### config.mk
export PLATFORM = sky130hd
export DESIGN_NAME = gon_rr_gather
export DESIGN_NICKNAME = d
export VERILOG_FILES = /design/src/rtl/gon_rr_gather.sv
export SDC_FILE = /design/constraint.sdc
export NUM_CORES = 2
export LEC_CHECK = 0
export CORE_AREA = 2 2 669 671
export CTS_CLUSTER_DIAMETER = 30
export DETAILED_ROUTE_END_ITERATION = 8
export DIE_AREA = 0 0 671 673
export PLACE_DENSITY = 0.3
export SYNTH_ARGS = -nofsm -noshare
export SYNTH_HDL_FRONTEND = slang
export SYNTH_SLANG_ARGS = --single-unit
### constraint.sdc
create_clock -name clk -period 10.4 [get_ports clk]
set_clock_uncertainty 0.15 [all_clocks]
set_input_delay 1.04 -clock clk [delete_from_list [all_inputs] [get_ports clk]]
set_output_delay 1.04 -clock clk [all_outputs]
set_load 0.01 [all_outputs]
### src/rtl/gon_rr_gather.sv
// Gather network from a tag-matched PE array to the GLB: round-robin grant among
// eligible PEs, registered output FIFO carrying payload plus source index, sync flush.
module gon_rr_gather #(
    parameter int NUM_ROWS   = 6,
    parameter int NUM_COLS   = 8,
    parameter int DATA_W     = 32,
    parameter int XID_W      = 5,
    parameter int YID_W      = 4,
    parameter int FIFO_DEPTH = 2,
    localparam int N     = NUM_ROWS * NUM_COLS,
    localparam int IDX_W = (N > 1) ? $clog2(N) : 1,
    localparam int CNT_W = $clog2(FIFO_DEPTH + 1)
) (
    input  logic                clk,
    input  logic                rst,
    input  logic [XID_W-1:0]    tag_x,
    input  logic [YID_W-1:0]    tag_y,
    input  logic                set_xid,
    input  logic [XID_W-1:0]    xid_scan_in,
    input  logic                set_yid,
    input  logic [YID_W-1:0]    yid_scan_in,
    input  logic                flush,
    input  logic [N-1:0]        pe_valid,
    output logic [N-1:0]        pe_ready,
    input  logic [N*DATA_W-1:0] pe_data,
    output logic                gon_valid,
    input  logic                gon_ready,
    output logic [DATA_W-1:0]   gon_data,
    output logic [IDX_W-1:0]    gon_src,
    output logic [CNT_W-1:0]    fifo_count
);

    localparam int PTR_W = (FIFO_DEPTH > 1) ? $clog2(FIFO_DEPTH) : 1;
    localparam int ENT_W = IDX_W + DATA_W;

    logic [XID_W-1:0]  xid_q [N];
    logic [XID_W-1:0]  xid_d [N];
    logic [YID_W-1:0]  yid_q [NUM_ROWS];
    logic [YID_W-1:0]  yid_d [NUM_ROWS];
    logic [ENT_W-1:0]  mem_q [FIFO_DEPTH];
    logic [ENT_W-1:0]  mem_d [FIFO_DEPTH];
    logic [IDX_W-1:0]  rr_ptr_q, rr_ptr_d;
    logic [PTR_W-1:0]  wr_ptr_q, wr_ptr_d;
    logic [PTR_W-1:0]  rd_ptr_q, rd_ptr_d;
    logic [CNT_W-1:0]  count_q, count_d;

    logic [DATA_W-1:0] pe_data_arr [N];
    logic [N-1:0]      elig;
    logic              any_elig;
    logic [IDX_W-1:0]  grant;
    logic              full;
    logic              grant_ok;
    logic              push;
    logic              pop;

    for (genvar k = 0; k < N; k++) begin : g_pe
        assign pe_data_arr[k] = pe_data[k*DATA_W +: DATA_W];
        assign elig[k] = pe_valid[k] && (xid_q[k] == tag_x) && (yid_q[k/NUM_COLS] == tag_y);
    end

    // Circular search starting at rr_ptr; the first hit wins.
    always_comb begin
        logic [IDX_W:0] cand;
        cand     = '0;
        any_elig = 1'b0;
        grant    = '0;
        for (int i = 0; i < N; i++) begin
            cand = {1'b0, rr_ptr_q} + (IDX_W+1)'(i);
            if (cand >= (IDX_W+1)'(N)) cand = cand - (IDX_W+1)'(N);
            if (!any_elig && elig[cand[IDX_W-1:0]]) begin
                any_elig = 1'b1;
                grant    = cand[IDX_W-1:0];
            end
        end
    end

    // Grant depends only on registered occupancy, never on gon_ready.
    assign full     = (count_q == CNT_W'(FIFO_DEPTH));
    assign grant_ok = any_elig && !full && !flush && !rst;
    assign pe_ready = grant_ok ? (N'(1) << grant) : '0;
    assign push     = grant_ok && pe_valid[grant];
    assign pop      = (count_q != '0) && gon_ready;

    always_comb begin
        xid_d    = xid_q;
        yid_d    = yid_q;
        mem_d    = mem_q;
        rr_ptr_d = rr_ptr_q;
        wr_ptr_d = wr_ptr_q;
        rd_ptr_d = rd_ptr_q;
        count_d  = count_q;
        if (set_xid) begin
            xid_d[0] = xid_scan_in;
            for (int i = 1; i < N; i++) xid_d[i] = xid_q[i-1];
        end
        if (set_yid) begin
            yid_d[0] = yid_scan_in;
            for (int i = 1; i < NUM_ROWS; i++) yid_d[i] = yid_q[i-1];
        end
        if (flush) begin
            rr_ptr_d = '0;
            wr_ptr_d = '0;
            rd_ptr_d = '0;
            count_d  = '0;
        end else begin
            if (push) begin
                mem_d[wr_ptr_q] = {grant, pe_data_arr[grant]};
                wr_ptr_d = (wr_ptr_q == PTR_W'(FIFO_DEPTH-1)) ? '0 : wr_ptr_q + 1'b1;
                rr_ptr_d = (grant == IDX_W'(N-1)) ? '0 : grant + 1'b1;
            end
            if (pop) rd_ptr_d = (rd_ptr_q == PTR_W'(FIFO_DEPTH-1)) ? '0 : rd_ptr_q + 1'b1;
            case ({push, pop})
                2'b10:   count_d = count_q + 1'b1;
                2'b01:   count_d = count_q - 1'b1;
                default: count_d = count_q;
            endcase
        end
    end

    always_ff @(posedge clk or posedge rst) begin
        if (rst) begin
            for (int i = 0; i < N; i++) xid_q[i] <= '0;
            for (int i = 0; i < NUM_ROWS; i++) yid_q[i] <= '0;
            for (int i = 0; i < FIFO_DEPTH; i++) mem_q[i] <= '0;
            rr_ptr_q <= '0;
            wr_ptr_q <= '0;
            rd_ptr_q <= '0;
            count_q  <= '0;
        end else begin
            xid_q    <= xid_d;
            yid_q    <= yid_d;
            mem_q    <= mem_d;
            rr_ptr_q <= rr_ptr_d;
            wr_ptr_q <= wr_ptr_d;
            rd_ptr_q <= rd_ptr_d;
            count_q  <= count_d;
        end
    end

    assign gon_valid  = (count_q != '0);
    assign gon_data   = mem_q[rd_ptr_q][DATA_W-1:0];
    assign gon_src    = mem_q[rd_ptr_q][ENT_W-1:DATA_W];
    assign fifo_count = count_q;

endmodule

## Yosys cells after proc, flatten, opt, wreduce, memory -nomap -nowiden

Index checks and enable logic that the tools add are counted.

| word-level totals | value |
|---|---|
| register bits | 350 |
| bits in latches | 0 |
| bits in writable memories | 0 |
| ROM bits | 0 |
| input port bits | 1608 |
| output and inout bits | 89 |
| memories kept | 0 |

| cells by class | value |
|---|---|
| add/subtract/negate cells | 100 |
| multiply operators | 0 |
| div/mod/pow operators | 0 |
| $lt $le $gt $ge | 101 |
| equality and inequality tests | 58 |
| shifts and indexed selects | 1 |
| mux-type cells | 263 |
| bitwise logic cells | 4 |
| reductions and logical operators | 204 |

Operators with widths:

| operator | number |
|---|---|
| 6-bit 2-to-1 mux | 99 |
| 6-bit by 7-bit less-than comparator with 1-bit output (second input constant) | 49 |
| 7-bit by 6-bit greater-or-equal comparator with 1-bit output (second input constant) | 47 |
| 1-bit binary-select mux with 6-bit select | 49 |
| 6-bit subtractor (second input constant) | 48 |
| 5-bit == test | 48 |
| 32-bit binary-select mux with 6-bit select | 1 |
| 38-bit 2-to-1 mux | 4 |
| 1-bit logical AND | 149 |
| 6-bit by 5-bit adder with 7-bit output (second input constant) | 16 |
| 6-bit by 6-bit adder with 7-bit output (second input constant) | 16 |
| 1-bit 2-to-1 mux | 103 |
| 76-bit bitwise mux | 1 |
| 32-bit 2-to-1 mux | 2 |
| 6-bit by 4-bit adder with 7-bit output (second input constant) | 8 |
| 1-bit zero test | 50 |
| 48-bit 2-to-1 mux | 1 |
| 1-bit by 6-bit left shift with 48-bit output (first input constant) | 1 |
| 38-bit demux with 1-bit select | 1 |
| 6-bit by 3-bit adder with 7-bit output (second input constant) | 4 |
| 4-bit == test | 6 |
| 6-bit by 2-bit adder with 7-bit output (second input constant) | 2 |
| 6-bit by 1-bit adder with 7-bit output (second input constant) | 1 |
| 7-bit greater-or-equal comparator (second input constant) | 1 |
| 18 further kinds | 24 |

## Depth between registers and ports, before layout

| depth | value |
|---|---|
| depth in word-level cells | 154 |
| depth in mapped cells | 44 |
| depth with buffers taken out | 30 |

## Worst setup path before layout

OpenSTA, ideal clock, no wires.

| timing path | value |
|---|---|
| path kind | register -> output |
| start | register rr_ptr_q[2] |
| end | output pe_ready[15] |
| data arrival time | 8056 ps |
| data required time | 9210 ps |
| slack | 1154 ps |
| cell stages (with the launch flop) | 35 |
| path buffers | 10 |
| path through | dfrtp_1 > buf_2 > inv_1 > clkbuf_1 > clkbuf_1 > clkbuf_1 > ha_1 > nand2b_1 > xnor2_1 > inv_1 > ha_1 > and2_1 > a221oi_1 > o31ai_1 > a21o_1 > a31oi_1 > nand2_1 > a32oi_1 > nand2b_1 > or3_1 > or4_4 > buf_6 > or3_1 > and3_1 > nand4_1 > o22ai_1 > inv_1 > buf_4 > buf_4 > buf_2 > buf_4 > buf_2 > ha_1 > ha_1 > and3_1 |

RTL lines:

| what | RTL line | source |
|---|---|---|
| from (decl) | 42 | `logic [IDX_W-1:0] rr_ptr_q, rr_ptr_d;` |
| from (signal assigned) | 133 | `rr_ptr_q <= rr_ptr_d;` |
| branches (longest 145 deep; another with 6-bit by 1-bit adder with 7-bit output) | -- |  |
| 6-bit 2-to-1 mux (*) | 70 | `if (!any_elig && elig[cand[IDX_W-1:0]]) begin` |
| net grant[0] | 50 | `logic [IDX_W-1:0] grant;` |
| 1-bit by 6-bit left shift with 48-bit output (*) | 80 | `assign pe_ready = grant_ok ? (N'(1) << grant) : '0;` |
| 48-bit 2-to-1 mux (*) | 80 |  |
| to (decl) | 24 | `output logic [N-1:0] pe_ready,` |

Mark *: on every way through the listed nets, which the timed path passes. The select of a mux whose other input is x is not followed.

## Worst setup path in the final report

| timing path | value |
|---|---|
| start | input tag_y[1] |
| end | register mem_q[20] (netlist bit) |

| between the ends | value |
|---|---|
| longest elaborated chain between the ends | 151 |

RTL lines:

| what | RTL line | source |
|---|---|---|
| from (decl) | 17 | `input logic [YID_W-1:0] tag_y,` |
| 4-bit == test | 58 | `assign elig[k] = pe_valid[k] && (xid_q[k] == tag_x) && (yid_q[k/NUM_COLS] == tag_y);` |
| 1-bit logical AND | 58 |  |
| 1-bit binary-select mux with 6-bit select | 70 |  |
| 1-bit 2-to-1 mux (implied by the code) | 70 |  |
| 1-bit 2-to-1 mux | 70 |  |
| 1-bit zero test | 70 |  |
| 1-bit logical AND | 70 |  |
| 1-bit 2-to-1 mux | 70 |  |
| (+135 left out) | -- |  |
| 1-bit zero test | 70 |  |
| 1-bit logical AND | 70 |  |
| 6-bit 2-to-1 mux / 1-bit 2-to-1 mux (equally long branches) | 70 |  |
| 6-bit NOT with 7-bit output (implied by the code) / 1-bit logical AND (equally long branches) | 107, 79 |  |
| 32-bit binary-select mux with 6-bit select / 1-bit logical AND (equally long branches) | 107, 79 |  |
| 32-bit 2-to-1 mux (implied by the code) / 1-bit logical AND (equally long branches) | 107, 79 |  |
| 32-bit 2-to-1 mux (implied by the code) / 1-bit logical AND (equally long branches) | 107, 81 |  |
| 76-bit bitwise mux / 2-bit AND reduction (equally long branches) | -- |  |
| to (signal assigned) | 132 | `mem_q <= mem_d;` |
| to (decl) | 40 | `logic [ENT_W-1:0] mem_q [FIFO_DEPTH];` |

Parallel ways exist; a longest one is shown, timed or not. The select of a mux whose other input is x is not followed.
A chain may end at the register's enable or synchronous reset.

==> results.yml <==
global_route:
  grt_usage_pct: 24.9
  antenna_found_initial: 158
  grt_overflow: 0
  grt_pass1_vias: 73475
  grt_max_degree: 159
  grt_pass1_wl_um: 748000
synthesis:
  synth-main-ff-cell: "dfrtp_1"
  synth_nets: 8562
  synth_edf_count: 0
  yosys_warnings: 0
  synth_cell_types: 124
  synth.avg_cell_area_um2: 7.09
  async_reset_ff_share_pct: 100
  syn_inst: 6893
  synth_area_um2: 48900
  synth-seq-area-share_pct: 17.9
  ys_seq_elements: 350
floorplan:
  start_util_pct: 11.0
  dieArea_um2: 452000
  die_h_um: 673
  pin_count: 1697
  row_count: 245
  fp.coreArea_um2: 444000
  die_x_um: 671
status:
  outcome: "finished, violations left"
  violations: "max-capacitance violations, max-slew violations, negative setup slack"
setup_path:
  r2r-start: "rr_ptr_q[2]$_DFFE_PP0P_"
  r2r_setup_slack_ns: 0.16
  cpMostUsedCell: "buf_4"
  critPathLaunchType: "input port"
  timing.rr.end: "mem_q[20]$_DFFE_PP0P_"
  cp_max_fo: 20
  end_kind: "register"
  cpMaxStageDelayCell: "a21oi_1"
  startpoint: "tag_y[1]"
  crit_required_ns: 10.85
  worst_r2r_path_depth: 39
  crit_type: "in2reg"
  crit_path_max_incr_delay_ns: 0.91
  cp.arrival_ns: 10.87
clock_tree:
  clkLatencyLatePin_ns: 0.72
  htree_levels: 3
  path_clk_slew_ns: 0.05
  root_buffer: "clkbuf_16"
  cts.sinks: 350
  cts_buffers: 99
  hold_buffers: 0
  cts_tree: "done"
  clockBufferDepth: 3
hold_path:
  whs_endpoint: "mem_q[50]$_DFFE_PP0P_"
  whs_path_depth: 1
  hold_path_class: "reg2reg"
  hold_start: "mem_q[50]$_DFFE_PP0P_"
route:
  avgRoutedWirePerCell_um: 35.9
  vias_per_cell: 4.41
  firstDrtPassIters: 7
  dr.first_iter.drc_count: 5884
  route.antenna.remaining_nets: 0
  drt_drc_violations_left: 0
  vias: 72105
  postRouteWirelength_um: 586000
finish:
  layout_commonest_cell: "buf_4"
  n_fill_cell: 49746
  syn2layout_area_growth_pct: 91.5
  drive_gt1_share_pct: 27.2
  finalNonFillerCells: 16333
  multi_input_area_um2: 37600
  seq_area_um2: 8770
  fin_nets: 11800
  layout_common_cells: "buf_4 (1756), clkdlybuf4s50_1 (1688), nand2_1 (1608), nor2_1 (499), dfrtp_1 (346)"
job:
  maxCapViolCount: 1
placement:
  dp.cells: 15944
  gp_congestion: 0.980
  io_buffers: 1696
  hpwl_um: 515000
timing:
  max_freq_mhz: 96.0
  fin_ws_ns: -0.0156
  hold_violations: 0
  setup_viol: 2
  rsz0062_at_grt: "no"
  period_share_pct: 100
  drv_slew: 2
  maxSlewHeadroom_pct: -3.04
  period_minus_slack_ns: 10.42
  worstMarginPinSlew_ns: 1.51
## cell families (layout without fill, tap and decap cells)
| family | count (synthesis) | after routing | share of synthesized area [%] |
|---|---|---|---|
| buffers and inverters | 683 | 4005 | 7.28 |
| xor gates and xnor gates | 334 | 334 | 6.05 |
| other | 0 | 190 | 0 |
| adders and majority gates | 61 | 61 | 1.56 |
| AOI/OAI and AO/OA | 1597 | 1597 | 23.9 |
| DFF | 350 | 350 | 17.9 |
| and+or+nand+nor | 3373 | 3373 | 31.9 |
| muxes | 495 | 495 | 11.3 |
## flip-flops by register name, indices dropped and copies added (netlist names)
name,cells
xid_q,240
yid_q,24
fifo_count,2
rd_ptr_q,1
mem_q,76
wr_ptr_q,1
rr_ptr_q,6
## routing by layer
layer | GRT usage (%) | part of all wire [%]
met1 | 30.3 | 41
met2 | 42.2 | 47
met3 | 3.01 | 4.3
met4 | 14.2 | 6.8
met5 | 0 | 0.039
## worst max-delay path: cells and delay by family
kind / cells / cell delay, ns
AO/OA/AOI/OAI: 9 / 3.74
buffers and inverters: 17 / 3.52
multiplexers: 1 / 0.39
AND/OR/NAND/NOR: 11 / 2.00
XOR/XNOR: 1 / 0.07
## final cells by class
class,instances,share of cell area [%]
multi-input combinational,5860,40.2
timing repair buffer,3703,37.5
sequential,350,9.37
tap,5928,7.93
clock buffer,131,2.99
clock inverter,54,0.909
inverter,117,0.522
antenna,190,0.508
## per-stage QoR
stage | cell area, um^2 | setup WS (ns) | TNS (ns) | util (%) | hold slack, ns
2_1_floorplan | 48900 | 1.15 | 0 | - | 0.302
4_1_cts | 92900 | 0.00627 | 0 | 20.9 | 0.329
3_3_place_gp | 88900 | -1.74 | -100.02 | 20.0 | 0.313
3_5_place_dp | 88900 | -1.05 | -67.06 | 20.0 | 0.321
6_report | 93500 | -0.0156 | -0.0281 | 21.1 | 0.327
5_1_grt | 93500 | 0.00571 | 0 | 21.0 | 0.343
## worst max-delay path by stage
| stage | cells after the start | to |
|---|---|---|
| 6_report | 39 | mem_q[20]$_DFFE_PP0P_ |
| 5_1_grt | 36 | pe_ready[12] |
| 4_1_cts | 31 | pe_ready[36] |
| 3_5_place_dp | 40 | mem_q[20]$_DFFE_PP0P_ |
| 3_3_place_gp | 36 | mem_q[20]$_DFFE_PP0P_ |
| 2_1_floorplan | 34 | pe_ready[15] |
## cells in the mapped netlist, drive strengths merged, types with 16 or more instances
master / count / area share [%]
a2111oi: 83 / 1.6
nor2: 506 / 3.9
o22ai: 70 / 0.91
and2: 95 / 1.2
o32ai: 16 / 0.29
inv: 111 / 0.85
and4: 22 / 0.39
a221oi: 45 / 0.81
buf: 324 / 4.5
nand2: 1615 / 12
nor2b: 17 / 0.22
nor4: 89 / 1.2
clkbuf: 242 / 1.9
a41oi: 19 / 0.34
and3: 302 / 3.9
a311oi: 101 / 1.9
nand2b: 50 / 0.66
or2: 30 / 0.39
o22a: 50 / 0.90
o31ai: 38 / 0.59
a21oi: 211 / 2.2
o221ai: 29 / 0.53
nor3b: 19 / 0.30
nor3: 168 / 1.8
a21o: 34 / 0.52
o21ai: 172 / 1.8
a31oi: 202 / 2.6
mux2: 324 / 7.5
a211oi: 62 / 0.98
xor2: 47 / 0.86
xnor2: 287 / 5.2
or3: 39 / 0.50
ha: 61 / 1.6
a22oi: 90 / 1.4
o211ai: 109 / 1.7
a32oi: 33 / 0.59
o21a: 19 / 0.29
mux2i: 158 / 3.2
a311o: 46 / 0.94
nand4: 118 / 1.5
o2111ai: 22 / 0.39
dfrtp: 350 / 18
nand3: 255 / 2.6
## repair_timing
item                                    CTS  global route
gates resized for setup                  35            37
buffers inserted                          9             5
endpoints found under the hold margin     0             0
pin swaps                                 5             4
endpoints found under the setup margin   54            50
Power is left out: the tool's default activity adds up to more than one toggle a clock period on the data nets, which glitch-free logic cannot reach.
